**src/rtl/score_seg_display.sv**
```systemverilog
// Score display: clamps a binary score, converts it to BCD with a sequential double-dabble
// and scans four active-low 7-segment digits. Define SCORE_LZ_BLANK_EN to blank leading zeros.
module score_seg_display #(
    parameter int SCAN_BITS = 17,
    parameter int MAX_SCORE = 9999
) (
    input  logic        clk,
    input  logic        rst,
    input  logic [15:0] score_in,
    input  logic        load,
    output logic        busy,
    output logic        ovf,
    output logic [3:0]  an,
    output logic [6:0]  seg
);

    typedef enum logic [1:0] {IDLE, CONV, COMMIT} state_t;

    localparam logic [15:0] MAX_VAL = 16'(MAX_SCORE);

    state_t                 state;
    logic [31:0]            shreg;
    logic [3:0]             iter;
    logic                   clamp_q;
    logic                   pend_valid;
    logic [15:0]            pend_val;
    logic [15:0]            digits;
    logic [SCAN_BITS-1:0]   scan;
    logic [15:0]            start_val;
    logic [1:0]             sel;
    logic [3:0]             nib;
    logic                   blank;

    // Upper half holds the BCD nibbles, lower half the binary value being shifted in.
    function automatic logic [31:0] dd_step(input logic [31:0] v);
        logic [31:0] t;
        t = v;
        for (int unsigned i = 0; i < 4; i++) begin
            if (t[16+4*i +: 4] >= 4'd5)
                t[16+4*i +: 4] = t[16+4*i +: 4] + 4'd3;
        end
        return {t[30:0], 1'b0};
    endfunction

    function automatic logic [6:0] decode(input logic [3:0] n);
        case (n)
            4'd0:    decode = 7'b1000000;
            4'd1:    decode = 7'b1111001;
            4'd2:    decode = 7'b0100100;
            4'd3:    decode = 7'b0110000;
            4'd4:    decode = 7'b0011001;
            4'd5:    decode = 7'b0010010;
            4'd6:    decode = 7'b0000010;
            4'd7:    decode = 7'b1111000;
            4'd8:    decode = 7'b0000000;
            4'd9:    decode = 7'b0010000;
            default: decode = 7'h7F;
        endcase
    endfunction

    // A fresh load in IDLE is newer than anything pending, so it wins.
    always_comb begin
        start_val = load ? score_in : pend_val;
    end

    always_ff @(posedge clk) begin
        if (rst) begin
            state      <= IDLE;
            shreg      <= '0;
            iter       <= '0;
            clamp_q    <= 1'b0;
            pend_valid <= 1'b0;
            pend_val   <= '0;
            digits     <= '0;
            busy       <= 1'b0;
            ovf        <= 1'b0;
        end else begin
            if (load && state != IDLE) begin
                pend_valid <= 1'b1;
                pend_val   <= score_in;
            end
            case (state)
                IDLE: begin
                    if (load || pend_valid) begin
                        shreg      <= {16'h0000, (start_val > MAX_VAL) ? MAX_VAL : start_val};
                        clamp_q    <= start_val > MAX_VAL;
                        iter       <= '0;
                        busy       <= 1'b1;
                        pend_valid <= 1'b0;
                        state      <= CONV;
                    end
                end
                CONV: begin
                    shreg <= dd_step(shreg);
                    iter  <= iter + 4'd1;
                    if (iter == 4'd15)
                        state <= COMMIT;
                end
                COMMIT: begin
                    digits <= shreg[31:16];
                    ovf    <= clamp_q;
                    busy   <= 1'b0;
                    state  <= IDLE;
                end
                default: state <= IDLE;
            endcase
        end
    end

    always_comb begin
        sel = scan[SCAN_BITS-1 -: 2];
        nib = digits[4*sel +: 4];
`ifdef SCORE_LZ_BLANK_EN
        case (sel)
            2'd1:    blank = digits[15:4] == 12'h000;
            2'd2:    blank = digits[15:8] == 8'h00;
            2'd3:    blank = digits[15:12] == 4'h0;
            default: blank = 1'b0;
        endcase
`else
        blank = 1'b0;
`endif
    end

    always_ff @(posedge clk) begin
        if (rst) begin
            scan <= '0;
            an   <= 4'b1110;
            seg  <= 7'b1000000;
        end else begin
            scan <= scan + 1'b1;
            case (sel)
                2'd0:    an <= 4'b1110;
                2'd1:    an <= 4'b1101;
                2'd2:    an <= 4'b1011;
                default: an <= 4'b0111;
            endcase
            seg <= blank ? 7'h7F : decode(nib);
        end
    end

endmodule

```
**config.mk**
```make
export PLATFORM = sky130hd
export DESIGN_NAME = score_seg_display
export DESIGN_NICKNAME = d
export VERILOG_FILES = /design/src/rtl/score_seg_display.sv
export SDC_FILE = /design/constraint.sdc
export NUM_CORES = 1
export LEC_CHECK = 0
export CORE_ASPECT_RATIO = 0.8
export CORE_MARGIN = 5
export CORE_UTILIZATION = 40
export DETAILED_ROUTE_END_ITERATION = 10
export SLEW_MARGIN = 10
export SYNTH_ARGS = -nofsm -noshare
export SYNTH_HDL_FRONTEND = slang
export SYNTH_SLANG_ARGS = --single-unit
```
**constraint.sdc**
```tcl
create_clock -name clk -period 1.9 [get_ports clk]
set_clock_uncertainty 0.2 [all_clocks]
set_input_delay 0.19 -clock clk [delete_from_list [all_inputs] [get_ports clk]]
set_output_delay 0.19 -clock clk [all_outputs]
set_load 0.03 [all_outputs]
```
==> impl_metrics.json <==
{
  "outcome": "complete, but fails checks",
  "violations": "hold timing",
  "root_buffer": "clkbuf_16",
  "totalWireLength_um": 9980,
  "cts_buffers": 9,
  "cp_slowest_cell": "mux4_2",
  "die_area_um2": 13600,
  "grt_pass1_wl_um": 16600,
  "synth_area_um2": 4540,
  "p_sw_mw": 1.06,
  "place_area_um2": 5240,
  "p_sw_share_pct": 22.7,
  "viasPerCell": 5.09,
  "synth-edff-count": 0,
  "grt_usage_pct": 15.0,
  "muxShareOfSynthArea_pct": 6.33,
  "tritoncts": "done",
  "synthCells": 519,
  "htreeDepth": 3,
  "synth_xor_area_share_pct": 4.24,
  "internal_power_mw": 3.62,
  "yosysWarnings": 0,
  "slowest_delay_ps": 610,
  "rr_worst_depth": 5,
  "die_y_um": 105,
  "synthSimpleGateAreaFrac_pct": 19.4,
  "critPathLaunchType": "flop",
  "maxCapViolCount": 0,
  "synth_top_family_by_area": "simple AND/OR/NAND/NOR gates",
  "num_vias": 3669,
  "setup_viol_count_final": 0,
  "worstHoldEndpoint": "pend_val[13]",
  "grt_max_degree": 54,
  "crit_chain": "mux4_2 -> inv_4 -> ha_4 -> mux2i_4 -> a221oi_2",
  "reg2reg_from": "scan[15]",
  "antenna_found_initial": 0,
  "core_um2": 11000,
  "die_w_um": 129,
  "comb_power_share_pct": 9.0,
  "async_flop_share_pct": 0,
  "max_freq_mhz": 538,
  "syn_nets": 553,
  "path_max_fanout": 5,
  "finalMaxSlewViolations": 0,
  "dp_hpwl_um": 7040,
  "drive_gt1_share_pct": 15.8,
  "crit_buf_inv": 1,
  "finalNetCount": 606,
  "relSlewSlack_pct": 58.4,
  "arrival_ps": 1920,
  "worst_setup_path_end_kind": "flop",
  "design_area_um2": 5650,
  "clock_sinks": 102,
  "final_common_cell": "dfxtp_1",
  "synth_seq_area_share_pct": 44.9,
  "wl_per_cell_um": 13.8,
  "worstMarginPinSlew_ps": 624,
  "gp_congestion": 0.782,
  "layout_common_cells": "dfxtp_1, nand2_1, a21oi_1, nor2_1, buf_4",
  "grt_pass1_vias": 3373,
  "synth_compound_area_share_pct": 16.5,
  "grt_remaining_overflow": 0,
  "drt-initial-drc-count": 236,
  "cts-hold-fix-buffers": 0,
  "firstDrtPassIters": 5,
  "synth_area_per_cell_um2": 8.76,
  "period_minus_slack_ps": 1860,
  "rsz0062_at_grt": "true",
  "r2r_end": "seg[3]",
  "hold_slack_ps": -14.8,
  "dpl_worst_slack_ps": -394,
  "syn2layout_area_growth_pct": 24.3,
  "post-route-period-util_pct": 97.8,
  "initial_core_util_pct": 41.4,
  "clkTransAtPathRegs_ps": 70,
  "ys.flop_type": "dfxtp_1",
  "power.leakage_nw": 2.03,
  "portBuffers": 31,
  "finalWorstSetupSlack_ps": 41.3,
  "vdd_ir_drop_max_v": 0.000433,
  "clock_latency_ps": 340,
  "worstHoldStart": "score_in[13]",
  "synth_cell_type_count": 43,
  "ios": 32,
  "r2r_slack_ps": 40,
  "hold_violations": 1,
  "num_antenna_cells": 0,
  "power.density_nw_per_um2": 828,
  "p_seq_share_pct": 47.9,
  "hold_class": "input port to flop",
  "cp_top_family": "multiplexers",
  "crit_required_ps": 1960,
  "worst-setup-path-type": "flop to flop",
  "ys_seq_elements": 102,
  "detail-route-antenna-nets": 0,
  "clockBufferDepth": 2,
  "rows": 34,
  "drcViolationCount": 0,
  "synthAdderAreaFrac_pct": 4.13,
  "p_clk_share_pct": 43.2,
  "hold_path_depth": 3
}
==> power by group through the flow <==
stage	clock network, mW	logic (mW)	registers (mW)
6_report	2.02	0.421	2.24
5_1_grt	2.15	0.460	2.24
4_1_cts	2.07	0.422	2.24
3_5_place_dp	0	0.422	2.29
3_3_place_gp	0	0.414	2.29
2_1_floorplan	0	0.247	2.28
==> layout make-up <==
| class | count | area (um2) |
|---|---|---|
| fill | 993 | 5330 |
| multi-input combinational | 372 | 2350 |
| sequential | 102 | 2050 |
| timing repair buffer | 75 | 693 |
| clock buffer | 11 | 253 |
| tap | 144 | 180 |
| clock inverter | 5 | 81.3 |
| inverter | 12 | 47.5 |
==> timing repair <==
item | in CTS | in global routing
resized for setup | 2 | 12
buffers inserted | 0 | 2
pin swaps | 0 | 6
endpoints found under the hold margin | 0 | 0
endpoints found under the setup margin | 4 | 6
==> tightest hold or removal path, cell delays in order <==
cell	delay (ps)
dlymetal6s2s_1	160
nand2_1	70
a21oi_1	50
==> stage by stage <==
step / power (mW) / utilization, % / std cells / setup TNS [ps]
floorplan: 2.52 / - / 519 / 0
global placement: 2.70 / 47.8 / 703 / -8090
detailed placement: 2.71 / 47.8 / 703 / -11290
CTS: 4.73 / 50.8 / 719 / 0
global route: 4.86 / 51.5 / 721 / -62.7
finish: 4.68 / 51.5 / 721 / 0
==> synth_stat cells, types with 3 or more instances <==
| cell type | instances | share of area (%) |
|---|---|---|
| dfxtp_1 | 102 | 45 |
| nand2_1 | 85 | 7.0 |
| a21oi_1 | 56 | 6.2 |
| nor2_1 | 47 | 3.9 |
| clkbuf_1 | 19 | 1.6 |
| nand3_1 | 16 | 1.8 |
| a22oi_1 | 15 | 2.5 |
| ha_1 | 15 | 4.1 |
| nor3_1 | 15 | 1.7 |
| mux2i_1 | 13 | 2.9 |
| inv_1 | 12 | 0.99 |
| o21ai_0 | 12 | 1.3 |
| xnor2_1 | 11 | 2.1 |
| xor2_1 | 11 | 2.1 |
| buf_2 | 9 | 0.99 |
| mux2_2 | 8 | 2.0 |
| a211oi_1 | 7 | 1.2 |
| nand2b_1 | 7 | 0.96 |
| nand4_1 | 6 | 0.83 |
| o211ai_1 | 5 | 0.83 |
| nor2b_1 | 4 | 0.55 |
| o22ai_1 | 4 | 0.55 |
| a2111oi_4 | 3 | 1.8 |
| a21o_1 | 3 | 0.50 |
| a32oi_1 | 3 | 0.58 |
| buf_6 | 3 | 0.74 |
| mux4_2 | 3 | 1.5 |
| nor4_1 | 3 | 0.41 |
==> registers in the layout, summed over array words and instances, names as in the netlist, 2 cells and up <==
| register | flops |
|---|---|
| shreg | 32 |
| scan | 17 |
| digits | 16 |
| pend_val | 16 |
| seg | 7 |
| an | 4 |
| iter | 4 |
| state | 2 |
==> cells by family after synthesis <==
kind of cell    count (synthesis)
flops                         102
buf+inv                        45
xor+xnor                       22
mux                            24
compound gates                114
fa+ha+maj                      15
simple gates                  197
==> per-layer routing <==
layer  up-vias  global-route usage (%)  wire length, um
met5         -                       0                0
met4         0                    3.45               84
met3         5                    4.10              476
met2        66                    20.7             4120
met1      1699                    22.9             5290
li1       1899                       -                -
==> how the worst max path moves through the flow <==
| stage | start | endpoint | slack [ps] | cells after the start |
|---|---|---|---|---|
| detailed placement | load | shreg[10] | -390 | 8 |
| floorplan | scan[15] | seg[3] | 7 | 5 |
| global route | scan[15] | seg[3] | -30 | 5 |
| CTS | scan[15] | seg[3] | 20 | 4 |
| finish | scan[15] | seg[3] | 40 | 5 |
| global placement | load | shreg[10] | -340 | 8 |
No activity file was read; power rests on OpenSTA's default activity.
